$ cat config.mk
export PLATFORM = sky130hd
export DESIGN_NAME = pipe_issue_flat
export DESIGN_NICKNAME = d
export VERILOG_FILES = /design/src/rtl/pipe_issue_if.sv /design/src/rtl/pipe_issue.sv /design/src/flat_wrapper.sv
export SDC_FILE = /design/constraint.sdc
export NUM_CORES = 1
export LEC_CHECK = 0
export CORE_MARGIN = 2
export CORE_UTILIZATION = 50
export CTS_CLUSTER_DIAMETER = 50
export CTS_CLUSTER_SIZE = 30
export DETAILED_ROUTE_END_ITERATION = 10
export GPL_TIMING_DRIVEN = 0
export PLACE_DENSITY = 0.8
export SYNTH_ARGS = -nofsm -noshare
export SYNTH_HDL_FRONTEND = slang
export SYNTH_SLANG_ARGS = --single-unit
export TNS_END_PERCENT = 1
$ cat constraint.sdc
create_clock -name clk -period 3.56 [get_ports clk]
set_input_delay 0.712 -clock clk [delete_from_list [all_inputs] [get_ports clk]]
set_output_delay 0.712 -clock clk [all_outputs]
set_load 0.02 [all_outputs]
$ cat src/rtl/pipe_issue_if.sv
// Handshake and issue bundle between the instruction source,
// the issue stage and the register/ALU/memory pipeline.
interface pipe_issue_if;
   logic        in_valid;
   logic [27:0] in_instr;
   logic        in_ready;
   logic        stall_in;
   logic        iss_valid;
   logic [3:0]  rs1;
   logic [3:0]  rs2;
   logic [3:0]  rd;
   logic [3:0]  func;
   logic [7:0]  addr;
   logic [2:0]  fifo_count;
   logic [7:0]  illegal_cnt;
   logic [15:0] issued_cnt;

   modport master (
      output in_valid, in_instr, stall_in,
      input  in_ready, iss_valid, rs1, rs2, rd, func, addr,
      input  fifo_count, illegal_cnt, issued_cnt
   );

   modport slave (
      input  in_valid, in_instr, stall_in,
      output in_ready, iss_valid, rs1, rs2, rd, func, addr,
      output fifo_count, illegal_cnt, issued_cnt
   );
endinterface

$ cat src/rtl/pipe_issue.sv
// Issue stage: instruction FIFO, RAW scoreboard against in-flight
// destinations, and registered decoded fields for the pipeline.
module pipe_issue #(
   parameter int DEPTH     = 4,
   parameter int HAZ_DEPTH = 2,
   parameter int FUNC_MAX  = 11
) (
   input logic         clk,
   input logic         rst_n,
   pipe_issue_if.slave bus
);
   localparam int PW = $clog2(DEPTH);
   localparam int CW = $clog2(DEPTH) + 1;

   typedef struct packed {
      logic [3:0] func;
      logic [3:0] rs1;
      logic [3:0] rs2;
      logic [3:0] rd;
      logic [7:0] addr;
   } dec_t;

   typedef struct packed {
      logic       v;
      logic [3:0] rd;
   } sb_t;

   dec_t          mem_q [DEPTH];
   dec_t          mem_d [DEPTH];
   logic [PW-1:0] wr_ptr_q, wr_ptr_d;
   logic [PW-1:0] rd_ptr_q, rd_ptr_d;
   logic [CW-1:0] cnt_q, cnt_d;
   sb_t           sb_q [HAZ_DEPTH];
   sb_t           sb_d [HAZ_DEPTH];
   logic          iss_q, iss_d;
   dec_t          fld_q, fld_d;
   logic [7:0]    ill_q, ill_d;
   logic [15:0]   icnt_q, icnt_d;

   dec_t head;
   logic full, empty, push, pop, hazard, legal;

   assign head  = mem_q[rd_ptr_q];
   assign full  = (cnt_q == CW'(DEPTH));
   assign empty = (cnt_q == '0);
   assign push  = bus.in_valid && !full;
   assign legal = (head.func <= 4'(FUNC_MAX));

   always_comb begin
      hazard = 1'b0;
      for (int i = 0; i < HAZ_DEPTH; i++) begin
         if (sb_q[i].v && (sb_q[i].rd == head.rs1 ||
                           sb_q[i].rd == head.rs2))
            hazard = 1'b1;
      end
   end

   assign pop = !empty && !bus.stall_in && !hazard;

   always_comb begin
      mem_d    = mem_q;
      wr_ptr_d = wr_ptr_q;
      rd_ptr_d = rd_ptr_q;
      cnt_d    = cnt_q + CW'(push) - CW'(pop);
      iss_d    = 1'b0;
      fld_d    = fld_q;
      ill_d    = ill_q;
      icnt_d   = icnt_q;
      sb_d     = sb_q;
      if (push) begin
         mem_d[wr_ptr_q] = {bus.in_instr[27:12], bus.in_instr[7:0]};
         wr_ptr_d        = wr_ptr_q + PW'(1);
      end
      if (pop) begin
         rd_ptr_d = rd_ptr_q + PW'(1);
         if (legal) begin
            iss_d  = 1'b1;
            fld_d  = head;
            icnt_d = icnt_q + 16'd1;
         end else if (ill_q != 8'hff) begin
            ill_d = ill_q + 8'd1;
         end
      end
      // a stalled pipeline keeps every in-flight destination in place
      if (!bus.stall_in) begin
         for (int i = HAZ_DEPTH - 1; i > 0; i--)
            sb_d[i] = sb_q[i-1];
         sb_d[0] = '{v: pop && legal, rd: head.rd};
      end
   end

   always_ff @(posedge clk or negedge rst_n) begin
      if (!rst_n) begin
         for (int i = 0; i < DEPTH; i++)
            mem_q[i] <= '0;
         for (int i = 0; i < HAZ_DEPTH; i++)
            sb_q[i] <= '0;
         wr_ptr_q <= '0;
         rd_ptr_q <= '0;
         cnt_q    <= '0;
         iss_q    <= 1'b0;
         fld_q    <= '0;
         ill_q    <= '0;
         icnt_q   <= '0;
      end else begin
         mem_q    <= mem_d;
         sb_q     <= sb_d;
         wr_ptr_q <= wr_ptr_d;
         rd_ptr_q <= rd_ptr_d;
         cnt_q    <= cnt_d;
         iss_q    <= iss_d;
         fld_q    <= fld_d;
         ill_q    <= ill_d;
         icnt_q   <= icnt_d;
      end
   end

   assign bus.in_ready    = !full;
   assign bus.iss_valid   = iss_q;
   assign bus.func        = fld_q.func;
   assign bus.rs1         = fld_q.rs1;
   assign bus.rs2         = fld_q.rs2;
   assign bus.rd          = fld_q.rd;
   assign bus.addr        = fld_q.addr;
   assign bus.fifo_count  = 3'(cnt_q);
   assign bus.illegal_cnt = ill_q;
   assign bus.issued_cnt  = icnt_q;
endmodule

$ cat src/flat_wrapper.sv
// flat-port wrapper written by rule: the top's interface ports become plain ports
module pipe_issue_flat 
#(
   parameter int DEPTH     = 4,
   parameter int HAZ_DEPTH = 2,
   parameter int FUNC_MAX  = 11
)
  (clk, rst_n, bus_in_valid, bus_in_instr, bus_stall_in, bus_in_ready, bus_iss_valid, bus_rs1, bus_rs2, bus_rd, bus_func, bus_addr, bus_fifo_count, bus_illegal_cnt, bus_issued_cnt);
  pipe_issue_if bus_i ();
  input logic clk;
  input logic rst_n;
  input wire logic [$bits(bus_i.in_valid)-1:0] bus_in_valid;
  input wire logic [$bits(bus_i.in_instr)-1:0] bus_in_instr;
  input wire logic [$bits(bus_i.stall_in)-1:0] bus_stall_in;
  output wire logic [$bits(bus_i.in_ready)-1:0] bus_in_ready;
  output wire logic [$bits(bus_i.iss_valid)-1:0] bus_iss_valid;
  output wire logic [$bits(bus_i.rs1)-1:0] bus_rs1;
  output wire logic [$bits(bus_i.rs2)-1:0] bus_rs2;
  output wire logic [$bits(bus_i.rd)-1:0] bus_rd;
  output wire logic [$bits(bus_i.func)-1:0] bus_func;
  output wire logic [$bits(bus_i.addr)-1:0] bus_addr;
  output wire logic [$bits(bus_i.fifo_count)-1:0] bus_fifo_count;
  output wire logic [$bits(bus_i.illegal_cnt)-1:0] bus_illegal_cnt;
  output wire logic [$bits(bus_i.issued_cnt)-1:0] bus_issued_cnt;
  assign bus_i.in_valid = bus_in_valid;
  assign bus_i.in_instr = bus_in_instr;
  assign bus_i.stall_in = bus_stall_in;
  assign bus_in_ready = bus_i.in_ready;
  assign bus_iss_valid = bus_i.iss_valid;
  assign bus_rs1 = bus_i.rs1;
  assign bus_rs2 = bus_i.rs2;
  assign bus_rd = bus_i.rd;
  assign bus_func = bus_i.func;
  assign bus_addr = bus_i.addr;
  assign bus_fifo_count = bus_i.fifo_count;
  assign bus_illegal_cnt = bus_i.illegal_cnt;
  assign bus_issued_cnt = bus_i.issued_cnt;
  pipe_issue #(.DEPTH(DEPTH), .HAZ_DEPTH(HAZ_DEPTH), .FUNC_MAX(FUNC_MAX)) u_core (.clk(clk), .rst_n(rst_n), .bus(bus_i));
endmodule
==> results of run 1 <==
-- worst max-delay path, delay by kind of cell, from the launching register on --
kind                     cells  cell delay, ps
XOR/XNOR                     3             500
adder cells (fa/ha/maj)      3             700
AO/OA/AOI/OAI                1              80
flip-flops                   1             340
AND/OR/NAND/NOR              2             500
multiplexers                 1             560
buffers and inverters        6             630
-- routing by layer --
| layer | global-route usage (%) | vias to the layer above |
|---|---|---|
| met4 | 7.95 | 0 |
| met2 | 32.2 | 101 |
| met5 | 0 | - |
| met3 | 4.30 | 22 |
| met1 | 25.3 | 2221 |
| li1 | - | 1895 |
-- through the flow --
stage	hold slack, ps	cells	TNS, ps	power (mW)
global placement	464	726	-715730	7.28
detailed placement	466	727	-70.6	7.49
finish	397	764	0	9.37
floorplan	416	466	0	6.18
global route	484	764	-33.4	9.93
CTS	437	755	0	9.29
-- layout make-up --
cell class	count	area, µm²
Clock buffer	22	474
Sequential cell	162	4050
Multi-Input combinational cell	275	2950
Timing Repair Buffer	90	897
Buffer	21	141
Clock inverter	6	82.6
Fill cell	992	5080
Tap cell	180	225
Inverter	8	30.0
-- kinds of logic after synthesis --
| family | synth area share, % |
|---|---|
| adder cells (fa/ha/maj) | 1.67 |
| AO/OA/AOI/OAI | 0.871 |
| AND/OR/NAND/NOR | 5.00 |
| flip-flops | 56.4 |
| buffers and inverters | 2.35 |
| multiplexers | 28.5 |
| XOR/XNOR | 5.12 |
-- layout by cell type (no fill, tap or decap), types with 2 or more instances in the layout --
cell,instances
dfrtp_1,162
mux2_2,128
clkdlybuf4s50_1,79
xnor2_1,36
clkbuf_16,17
mux4_2,16
nand2_1,15
clkbuf_1,10
nand4_1,10
buf_4,10
and3_1,9
mux4_1,8
inv_1,8
ha_1,8
nor2_1,7
buf_6,6
nand3_1,6
xor2_1,5
buf_1,4
and2_1,3
nor3_1,3
clkbuf_8,3
clkinv_2,3
or3_1,2
o21ai_0,2
o22a_1,2
bufinv_16,2
-- registers in the layout, summed over array words and instances (netlist names) --
name                    flops
u_core.bus.rd               4
u_core.wr_ptr_q             2
u_core.bus.rs1              4
u_core.bus.fifo_count       3
u_core.bus.iss_valid        1
u_core.rd_ptr_q             2
u_core.bus.issued_cnt      16
u_core.bus.addr             8
u_core.sb_q                10
u_core.mem_q               96
u_core.bus.func             4
u_core.bus.illegal_cnt      8
u_core.bus.rs2              4
-- cells in the mapped netlist, types with 3 or more instances --
library cell    n  area [µm²]
and2_1          3        18.8
nor3_1          3        15.0
nand3_1         6        30.0
buf_6           5        56.3
and3_1          9        56.3
inv_1           8        30.0
buf_1           4        15.0
nand2_1        15        56.3
nor2_1          7        26.3
clkbuf_1        8        30.0
xor2_1          5        43.8
dfrtp_1       162        4050
nand4_1        10        62.6
mux2_2        128        1440
mux4_2         10         225
mux4_1         14         368
ha_1            8         100
xnor2_1        37         324
-- where the power goes --
part / leakage [nW] / switching [mW] / internal [mW]
clock network: 0.274 / 0.682 / 1.07
logic: 1.55 / 1.88 / 2.44
registers: 1.95 / 0.542 / 2.75
total: 3.77 / 3.11 / 6.26
-- what timing repair did --
action	CTS	global route
pin swaps	0	4
hold endpoints to repair	0	0
buffers inserted	0	9
setup endpoints to repair	1	1
resized for setup	4	5
-- how the worst max path moves through the flow --
stage / end / slack, ps / depth (start not counted) / start
3_3_place_gp: u_core.bus.issued_cnt[15] / -4430 / 1 / rst_n
4_1_cts: u_core.bus.fifo_count[2] / 0.4 / 16 / u_core.rd_ptr_q[0]
6_report: u_core.bus.fifo_count[2] / 140 / 16 / u_core.rd_ptr_q[0]
5_1_grt: u_core.bus.fifo_count[2] / -30 / 15 / u_core.rd_ptr_q[0]
3_5_place_dp: u_core.bus.fifo_count[2] / -70 / 15 / u_core.rd_ptr_q[0]
2_1_floorplan: u_core.bus.fifo_count[2] / 340 / 16 / u_core.rd_ptr_q[0]
==> results.toml, run 1 <==
[grt]
grt_pass1_vias = 4423
grt_util_all_layers_pct = 19.5
gr-total-overflow = 0
grt_antenna_before_repair = 0
grt_max_degree = 102
grt_pass1_wl_mm = 22.4

[outcome]
status = "completed"

[setup_path]
crit_path_start_kind = "flop"
reg2reg_depth = 16
required_ps = 3900
worstReg2RegStart = "u_core.rd_ptr_q[0]"
path_common_cell = "inv_1"
worstPathCellList = "buf_6 > buf_12 > mux4_2 > xnor2_2 > nand4_1 > a21boi_4 > or3_1 > clkbuf_4 > inv_1 > ha_1 > inv_1 > ha_1 > inv_1 > fa_1 > xnor2_1 > xnor2_1"
crit_fanout = 8
arrival_ps = 3750
timing.rr.end = "u_core.bus.fifo_count[2]"
reg2reg_setup_slack_ps = 140
critPathCaptureType = "flop"
criticalPathCategory = "reg -> reg"
slowest_delay_ps = 560
cp_slowest_cell = "mux4_2"

[clock_tree]
clk_latency_ps = 430
h-tree-depth = 4
clkSinkCount = 162
cts_root_buffer = "clkbuf_16"
cts_buffers = 17
ctsLongestPathBuffers = 2
cts_hold_buf = 0
cts_tree = "yes"
path_clk_slew_ps = 60

[power]
worst_ir_drop_vdd_v = 0.000518
p_leak_nw = 3.77
power.density_mw_per_mm2 = 1060

[logic_synthesis]
yosysWarnings = 0
synth.yosys.seq_area_share_pct = 56.4
syn_inst = 466
syn_area_mm2 = 0.00718
async_flop_share_pct = 100
synth_cell_types = 37
synth_edf_count = 0
synth_nets = 507
synth_ff_type = "dfrtp_1"
syn_avg_cell_area_um2 = 15.4
ys_seq_elements = 162

[drt]
top_layer_used = "met4"
drtAntennaViolNets = 0
avgRoutedWirePerCell_um = 18.5
wl_met1_mm = 6.27
wl_met3_um = 505
drc_errors = 0
routed_wl_mm = 14.1
vias_per_cell = 5.55
routed-via-count = 4239
drtPass1Iterations = 4
met2_length_mm = 7.08
drt_iter0_drc = 168

[final_layout]
drive_gt1_share_pct = 34.1
n_antenna_cell = 0
layout.nets = 616
final_util_pct = 63.6
design_area_mm2 = 0.00886
syn_to_final_growth_pct = 23.3

[timing]
setup_viol = 0
max_freq_mhz = 293
hold_viol = 0
period_minus_slack_ps = 3420
relSlewSlack_pct = 36.1
finalMaxSlewViolations = 0
finalCritPeriodShare_pct = 96.0
fin_ws_ps = 142
worst_pin_slew_ps = 959
skew_ps = 12.1

[placed_design]
port_buffers = 80
dpl-instance-area_mm2 = 0.00824
dpl_worst_slack_ps = -70.6
dp_hpwl_mm = 9.60
gp_congestion = 0.764

[die]
fp.dieH_um = 124
start_util_pct = 51.5
fp.dieW_um = 124
num_io_pins = 85
rows = 43
core_mm2 = 0.0139
dieArea_mm2 = 0.0153

[hold_path]
hold_path_class = "in -> async"

[run]
cap_violations = 0
(Power assumes the default switching activity.)
==> run 2, diff against run 1 <==
CAP_MARGIN = 0   (was default)
CORE_UTILIZATION = 56   (was 50)
PLACE_DENSITY = 0.87   (was 0.8)
==> run 2 against run 1 <==
Fmax rose by 0.96%; clock skew decreased by 2.2 ps; critical path depth is the same; combinational power barely moved; clock power is 6% higher; flip-flop and latch count is the same; count of clock-buffer cells in the layout shrank 2; critical path type unchanged; critical endpoint unchanged; highest routed layer unchanged.
==> results.toml, run 2 (same netlist as run 1, synthesis figures left out) <==
[outcome]
status = "completed"

[setup_path]
crit_start = "u_core.rd_ptr_q[0]"
crit_path_start_kind = "flop"
arrival_ps = 3690
crit_fanout = 8
worstReg2RegStart = "u_core.rd_ptr_q[0]"
critPathCaptureType = "flop"
required_ps = 3860
criticalPathCategory = "reg -> reg"

[grt]
grt_antenna_before_repair = 0
grt_max_degree = 95
gr-total-overflow = 0
grt_pass1_wl_mm = 22.0
grt_util_all_layers_pct = 21.5
grt_pass1_vias = 4332

[timing]
final.setup.tns_ps = 0
relSlewSlack_pct = 34.8
skew_ps = 9.88
worst_pin_slew_ps = 978
finalCritPeriodShare_pct = 95.1
max_freq_mhz = 295
finalMaxSlewViolations = 0
hold_viol = 0
setup_viol = 0
period_minus_slack_ps = 3390

[die]
dieArea_mm2 = 0.0137
fp.dieH_um = 117
rows = 41
fp.dieW_um = 117
core_mm2 = 0.0126
start_util_pct = 57.1
num_io_pins = 85

[placed_design]
port_buffers = 80
dp_hpwl_mm = 9.58
dpl-instance-area_mm2 = 0.00823
gp_congestion = 0.818

[final_layout]
n_antenna_cell = 0
nFillCells = 797
drive_gt1_share_pct = 35.0
largest_reg_flops = 96
multi_input_area_mm2 = 0.00297
regMostFlops = "u_core.mem_q"
layout_common_cells = "dfrtp_1 (162), mux2_2 (128), clkdlybuf4s50_1 (79)"
design_area_mm2 = 0.00891
syn_to_final_growth_pct = 24.0
final-seq-area_mm2 = 0.00405
layout_commonest_cell = "dfrtp_1"
layout.nets = 614

[clock_tree]
cts_root_buffer = "clkbuf_16"
clk_latency_ps = 430
clkSinkCount = 162
cts_tree = "yes"
path_clk_slew_ps = 60
cts_buffers = 17
h-tree-depth = 4
ctsLongestPathBuffers = 2

[drt]
vias_per_cell = 5.61
routed-via-count = 4256
drt_iter0_drc = 276
drc_errors = 0
routed_wl_mm = 14.1
drtAntennaViolNets = 0
avgRoutedWirePerCell_um = 18.7
drtPass1Iterations = 5

[power]
p_leak_nw = 3.79
power.density_mw_per_mm2 = 1070
worst_ir_drop_vdd_v = 0.000465

[run]
cap_violations = 0

[hold_path]
hold_path_class = "in -> async"
-- run 2: timing repair --
item / 4_1_cts / 5_1_grt
hold buffers: 0 / 0
setup buffers: 0 / 7
pin swaps: 0 / 4
setup endpoints to repair: 1 / 2
gates resized for setup: 1 / 14
endpoints found under the hold margin: 0 / 0
-- run 2: metal layers --
layer,vias to the layer above,part of all wire (%),track usage [%]
met5,-,0,0
met4,0,1.7,9.41
met3,22,3.2,4.79
met2,103,51,35.6
met1,2226,44,27.6
li1,1905,-,-
-- run 2: area by class of cell --
cell class	count	share of cell area [%]
flip-flops and latches	162	45.5
multi-input cells	275	33.3
repair buffers	88	9.90
clock buffers	20	5.13
well taps	172	2.42
clock inverters	12	1.74
plain buffers	21	1.67
inverters	8	0.337
-- run 2: worst paths after layout --
kind / end / slack [ps] / depth (start not counted)
setup / recovery: u_core.bus.fifo_count[2] / 170 / 16
max in group asynchronous: u_core.bus.issued_cnt[12] / 2410 / 2
setup reg to reg: u_core.bus.fifo_count[2] / 170 / 16
min in group clk: u_core.bus.issued_cnt[15] / 470 / 1
hold reg to reg: u_core.bus.issued_cnt[15] / 470 / 1
hold / removal: u_core.mem_q[68] / 280 / 1
-- run 2: per-stage QoR --
step | std cells | power, mW | setup WS [ps] | util, % | hold slack (ps)
floorplan | 466 | 6.18 | 345 | - | 416
global placement | 718 | 7.25 | -4310 | 65.2 | 466
detailed placement | 719 | 7.48 | -27.1 | 65.5 | 467
CTS | 751 | 9.38 | 1.33 | 70.4 | 308
global route | 758 | 10.0 | -7.69 | 70.9 | 318
finish | 758 | 9.51 | 175 | 70.9 | 281
-- run 2: critical path: stages, from the launching register on --
cell and delay (ps):
dfrtp_1 360, buf_8 160, buf_12 120, mux4_2 560
xnor2_2 150, nand4_1 180, a21boi_4 280, or3_4 170
buf_6 120, inv_1 40, ha_1 260, inv_1 60
ha_1 130, inv_1 50, fa_2 350, xnor2_2 140
xnor2_1 120
-- run 2: report_power, final --
part	total, mW	switching, mW	internal [mW]
combinational	4.35	1.89	2.46
sequential	3.31	0.556	2.75
clock	1.86	0.720	1.14
